**config.mk**
```make
export PLATFORM = sky130hd
export DESIGN_NAME = roi_scan_ctrl
export DESIGN_NICKNAME = d
export VERILOG_FILES = /design/src/rtl/roi_scan_ctrl.sv
export SDC_FILE = /design/constraint.sdc
export NUM_CORES = 2
export LEC_CHECK = 0
export ABC_CLOCK_PERIOD_IN_PS = 1530
export BUFFER_PORTS_ARGS = -buffer_cell sky130_fd_sc_hd__buf_2
export CORE_MARGIN = 10
export CORE_UTILIZATION = 51
export CTS_CLUSTER_DIAMETER = 100
export CTS_CLUSTER_SIZE = 30
export DETAILED_ROUTE_END_ITERATION = 6
export GPL_TIMING_DRIVEN = 0
export PLACE_DENSITY = 0.77
export SETUP_SLACK_MARGIN = 0.02
export SLEW_MARGIN = 10
export SYNTH_ARGS = -nofsm -noshare
export SYNTH_HDL_FRONTEND = slang
export SYNTH_SLANG_ARGS = --single-unit
```
**constraint.sdc**
```tcl
create_clock -name clk -period 1.53 [get_ports clk]
set_input_delay 0.3825 -clock clk [delete_from_list [all_inputs] [get_ports clk]]
set_output_delay 0.3825 -clock clk [all_outputs]
set_load 0.03 [all_outputs]
```
**src/rtl/roi_scan_ctrl.sv**
```systemverilog
// Sequenced serial scan controller around the fuzzer ROI: shift a stimulus vector in,
// apply it to din, wait a settle time, capture dout and shift the result out on sdo.
module roi_scan_ctrl #(
  parameter int DIN_N         = 256,
  parameter int DOUT_N        = 256,
  parameter int SETTLE_CYCLES = 4
) (
  input  logic              clk,
  input  logic              rst_n,
  input  logic              start,
  input  logic              di,
  output logic              sdo,
  output logic              busy,
  output logic              done,
  output logic [DIN_N-1:0]  din,
  input  logic [DOUT_N-1:0] dout
);

  localparam int MAX_AB = (DIN_N > DOUT_N) ? DIN_N : DOUT_N;
  localparam int MAXV   = (MAX_AB > SETTLE_CYCLES) ? MAX_AB : SETTLE_CYCLES;
  localparam int CW     = (MAXV < 1) ? 1 : $clog2(MAXV + 1);

  // The counter holds "remaining cycles minus one", so a phase ends when it reads zero.
  localparam logic [CW-1:0] DIN_LD    = CW'(DIN_N - 1);
  localparam logic [CW-1:0] DOUT_LD   = CW'(DOUT_N - 1);
  localparam logic [CW-1:0] SETTLE_LD = CW'((SETTLE_CYCLES > 0) ? SETTLE_CYCLES - 1 : 0);

  typedef enum logic [2:0] {
    IDLE,
    SHIFT_IN,
    APPLY,
    SETTLE,
    CAPTURE,
    SHIFT_OUT,
    DONE
  } state_t;

  state_t             state;
  logic [DIN_N-1:0]   din_shr;
  logic [DOUT_N-1:0]  dout_shr;
  logic [CW-1:0]      cnt;

  always_ff @(posedge clk) begin
    if (!rst_n) begin
      state    <= IDLE;
      din      <= '0;
      din_shr  <= '0;
      dout_shr <= '0;
      cnt      <= '0;
      sdo      <= 1'b0;
      busy     <= 1'b0;
      done     <= 1'b0;
    end else begin
      done <= 1'b0;
      case (state)
        IDLE: begin
          if (start) begin
            state <= SHIFT_IN;
            cnt   <= DIN_LD;
            busy  <= 1'b1;
          end
        end
        SHIFT_IN: begin
          din_shr <= {din_shr[DIN_N-2:0], di};
          if (cnt == '0) begin
            state <= APPLY;
          end else begin
            cnt <= cnt - 1'b1;
          end
        end
        APPLY: begin
          din <= din_shr;
          if (SETTLE_CYCLES == 0) begin
            state <= CAPTURE;
          end else begin
            state <= SETTLE;
            cnt   <= SETTLE_LD;
          end
        end
        SETTLE: begin
          if (cnt == '0) begin
            state <= CAPTURE;
          end else begin
            cnt <= cnt - 1'b1;
          end
        end
        CAPTURE: begin
          // sdo is preloaded here so the first SHIFT_OUT cycle already shows the MSB.
          dout_shr <= dout;
          sdo      <= dout[DOUT_N-1];
          cnt      <= DOUT_LD;
          state    <= SHIFT_OUT;
        end
        SHIFT_OUT: begin
          dout_shr <= dout_shr << 1;
          if (cnt == '0) begin
            state <= DONE;
            sdo   <= 1'b0;
            busy  <= 1'b0;
            done  <= 1'b1;
          end else begin
            cnt <= cnt - 1'b1;
            sdo <= dout_shr[DOUT_N-2];
          end
        end
        DONE: begin
          state <= IDLE;
        end
        default: begin
          state <= IDLE;
          sdo   <= 1'b0;
          busy  <= 1'b0;
        end
      endcase
    end
  end

endmodule

```
==> results_dict.tcl <==
set metrics [dict create \
    status "finished, violations left" \
    violations "negative setup slack" \
    hold_ws_ns 0.0515 \
    syn2layout_area_growth_pct 30.3 \
    fin_skew_ns 0.0210 \
    fmax_mhz 637 \
    antenna_left 0 \
    grtUsageMet1_pct 27.7 \
    grt_pass1_wl_um 134000 \
    setup_violations 43 \
    place_congestion 0.872 \
    place_inst 4748 \
    clock_sinks 782 \
    grt_pass1_vias 25200 \
    synth_top_cell_by_area "dfxtp_1" \
    path_delay_family "buffers and inverters" \
    io_buffer_count 517 \
    critPathLaunch "state[1]" \
    slew_headroom_pct 51.0 \
    endpoint "din_shr[66]" \
    hold_class "input port to register" \
    synth_ff_type "dfxtp_1" \
    synth-seq-cells 782 \
    ys_types 32 \
    final-seq-area_um2 15900 \
    vias 26500 \
    cp_num_cells 6 \
    startpoint_type "register" \
    finalHoldViolCount 0 \
    slowest_delay_ns 0.46 \
    gr-max-usage-layer "met2" \
    powerDensity_nw_per_um2 897 \
    rsz0062_at_grt "yes" \
    yosysSeqAreaShare_pct 50.1 \
    postCtsHoldBufs 0 \
    drv_slew 0 \
    cts_tree "done" \
    period_needed_ns 1.57 \
    dr.first_iter.drc_count 1655 \
    synth_edf_count 0 \
    ioPinCount 519 \
    path_buf_inv 3 \
    met2_usage_pct 40.0 \
    holdPathStages 3 \
    drive_gt1_share_pct 28.9 \
    instances_no_fill 4878 \
    crit_type "register to register" \
    viasPerCell 5.42 \
    clkLatencyLatePin_ns 0.59 \
    cts_root_buf "clkbuf_16" \
    cts_buffers 34 \
    syn-mean-instance-area_um2 9.07 \
    drc 0 \
    rrSetupSlack_ns -0.04 \
    core-area_um2 60600 \
    rows 90 \
    routed_wl_um 91700 \
    die_w_um 268 \
    htree_levels 2 \
    hpwl_um 63700 \
    synth_area_um2 31300 \
    die_area_um2 71600 \
    r2r_cells 6 \
    synth_commonest_cells "1285 x nand2_1, 782 x dfxtp_1, 480 x a21boi_1" \
    use_met3_pct 5.39 \
    r2r_end "din_shr[66]" \
    worst_slack_ns -0.0399 \
    postSynth.asyncResetShare_pct 0 \
    reg2reg_from "state[1]" \
    worstPathRequired_ns 2.02 \
    initial_core_util_pct 51.6 \
    worst-slew-pin-transition_ns 0.735 \
    drt_pre_antenna_iters 7 \
    synth_fp_nets 3710 \
    crit_arrival_ns 2.06 \
    netlist_instances 3449 \
    fillers 4592 \
    fin_crit_sh_pct 103 \
    fin_nets 4328 \
    grt_max_degree 31 \
    yosysMostFrequentCell "nand2_1" \
    yosysWarnings 0 \
    path_cells "buf_6 -> or3_4 -> clkbuf_16 -> clkbuf_16 -> nand2_1 -> a21boi_1" \
    gr-total-overflow 0 \
    die_h_um 268 \
    tns_ns -0.801 \
    p_leak_nw 18.9 \
    antenna_found_initial 40 \
    wl_per_cell_um 18.8 \
    crit_path_frequent_cell "clkbuf_16" \
    clock_path_buffers 3 \
    clk_pin_slew_ns 0.12 \
    synth_top_area_share_pct 50.1 \
    cp_slowest_cell "or3_4" \
    synthTopCellsByArea "dfxtp_1 50%, nand2_1 15%, a21boi_1 12%" \
    worst_setup_path_end_kind "register" \
    maxCapViolCount 0 \
    vdd_drop_max_v 0.000686 \
    multi_input_area_um2 14800 \
    grt.total_usage_pct 23.0 \
    crit_fanout 8 \
]
==> how the worst min path moves through the flow <==
stage | to | from
6_report | din_shr[0] | di
5_1_grt | din_shr[0] | di
4_1_cts | din_shr[0] | di
3_5_place_dp | cnt[8] | cnt[8]
3_3_place_gp | cnt[8] | cnt[8]
2_1_floorplan | cnt[8] | cnt[8]
==> area by class of cell <==
class                   count  area share (%)
multi-input cells        2373            36.4
clock buffers              38            2.20
clock inverters            11           0.338
well taps                 782            2.40
repair buffers            586            13.2
flip-flops and latches    782            39.0
diodes                     16          0.0983
plain buffers             285            6.29
inverters                   5          0.0645
==> layout by cell type (no fill, tap or decap), drive strengths merged, types with 4 or more instances in the layout <==
cell    instances
nand2        1285
dfxtp         782
buf           735
a21boi        514
o211a         260
mux2i         255
clkbuf        174
diode          16
a21oi          11
inv            11
nor2            7
o221a           4
o21ai           4
and2            4
clkinv          4
==> sequential cells by signal (all words and copies together) (netlist names) <==
register	flops
done	1
busy	1
din_shr	256
sdo	1
din	256
state	3
cnt	9
dout_shr	255
==> cells by family (layout without fill, tap and decap cells) <==
| group | after synthesis | after routing | synth area share (%) |
|---|---|---|---|
| and+or+nand+nor | 1317 | 1317 | 16.0 |
| AOI/OAI and AO/OA | 800 | 800 | 21.2 |
| DFF | 782 | 782 | 50.1 |
| buffers and inverters | 294 | 925 | 4.49 |
| muxes | 255 | 255 | 8.16 |
| adders and majority gates | 1 | 1 | 0.0400 |
| other | 0 | 16 | 0 |
==> power breakdown <==
| part | internal (mW) | leakage, nW | switching [mW] | total [mW] |
|---|---|---|---|---|
| Clock | 4.58 | 0.512 | 6.69 | 11.3 |
| Combinational | 2.43 | 12.0 | 2.38 | 4.80 |
| Sequential | 20.4 | 6.39 | 0.0758 | 20.5 |
| Total | 27.4 | 18.9 | 9.14 | 36.6 |
==> worst min-delay path, stage by stage <==
cell      delay [ns]
buf_2           0.10
nand2_1         0.04
a21boi_0        0.07
==> per-stage QoR <==
stage	util, %	power (mW)	cell area (µm²)	setup slack, ns
after detailed placement	57.6	24.2	34900	-0.813
after global placement	57.6	24.2	34900	-0.819
after floorplan	-	23.2	31300	0.0110
final	67.2	36.6	40700	-0.0399
after global routing	67.2	37.7	40700	-0.122
after CTS	63.7	35.7	38600	-0.00602
==> what timing repair did <==
action / in CTS / in global routing
endpoints found under the setup margin: 1039 / 856
cloned: 2 / 40
pin swaps: 7 / 74
buffers inserted: 19 / 8
gates resized for setup: 934 / 339
==> per-layer routing <==
metal  vias to the layer above  wire length [µm]
met5                         -               287
li1                      12800                 -
met1                     12700             37400
met4                        46              2460
met2                       733             45500
met3                       177              6130
Note: power is estimated with default switching activity, not from simulation.
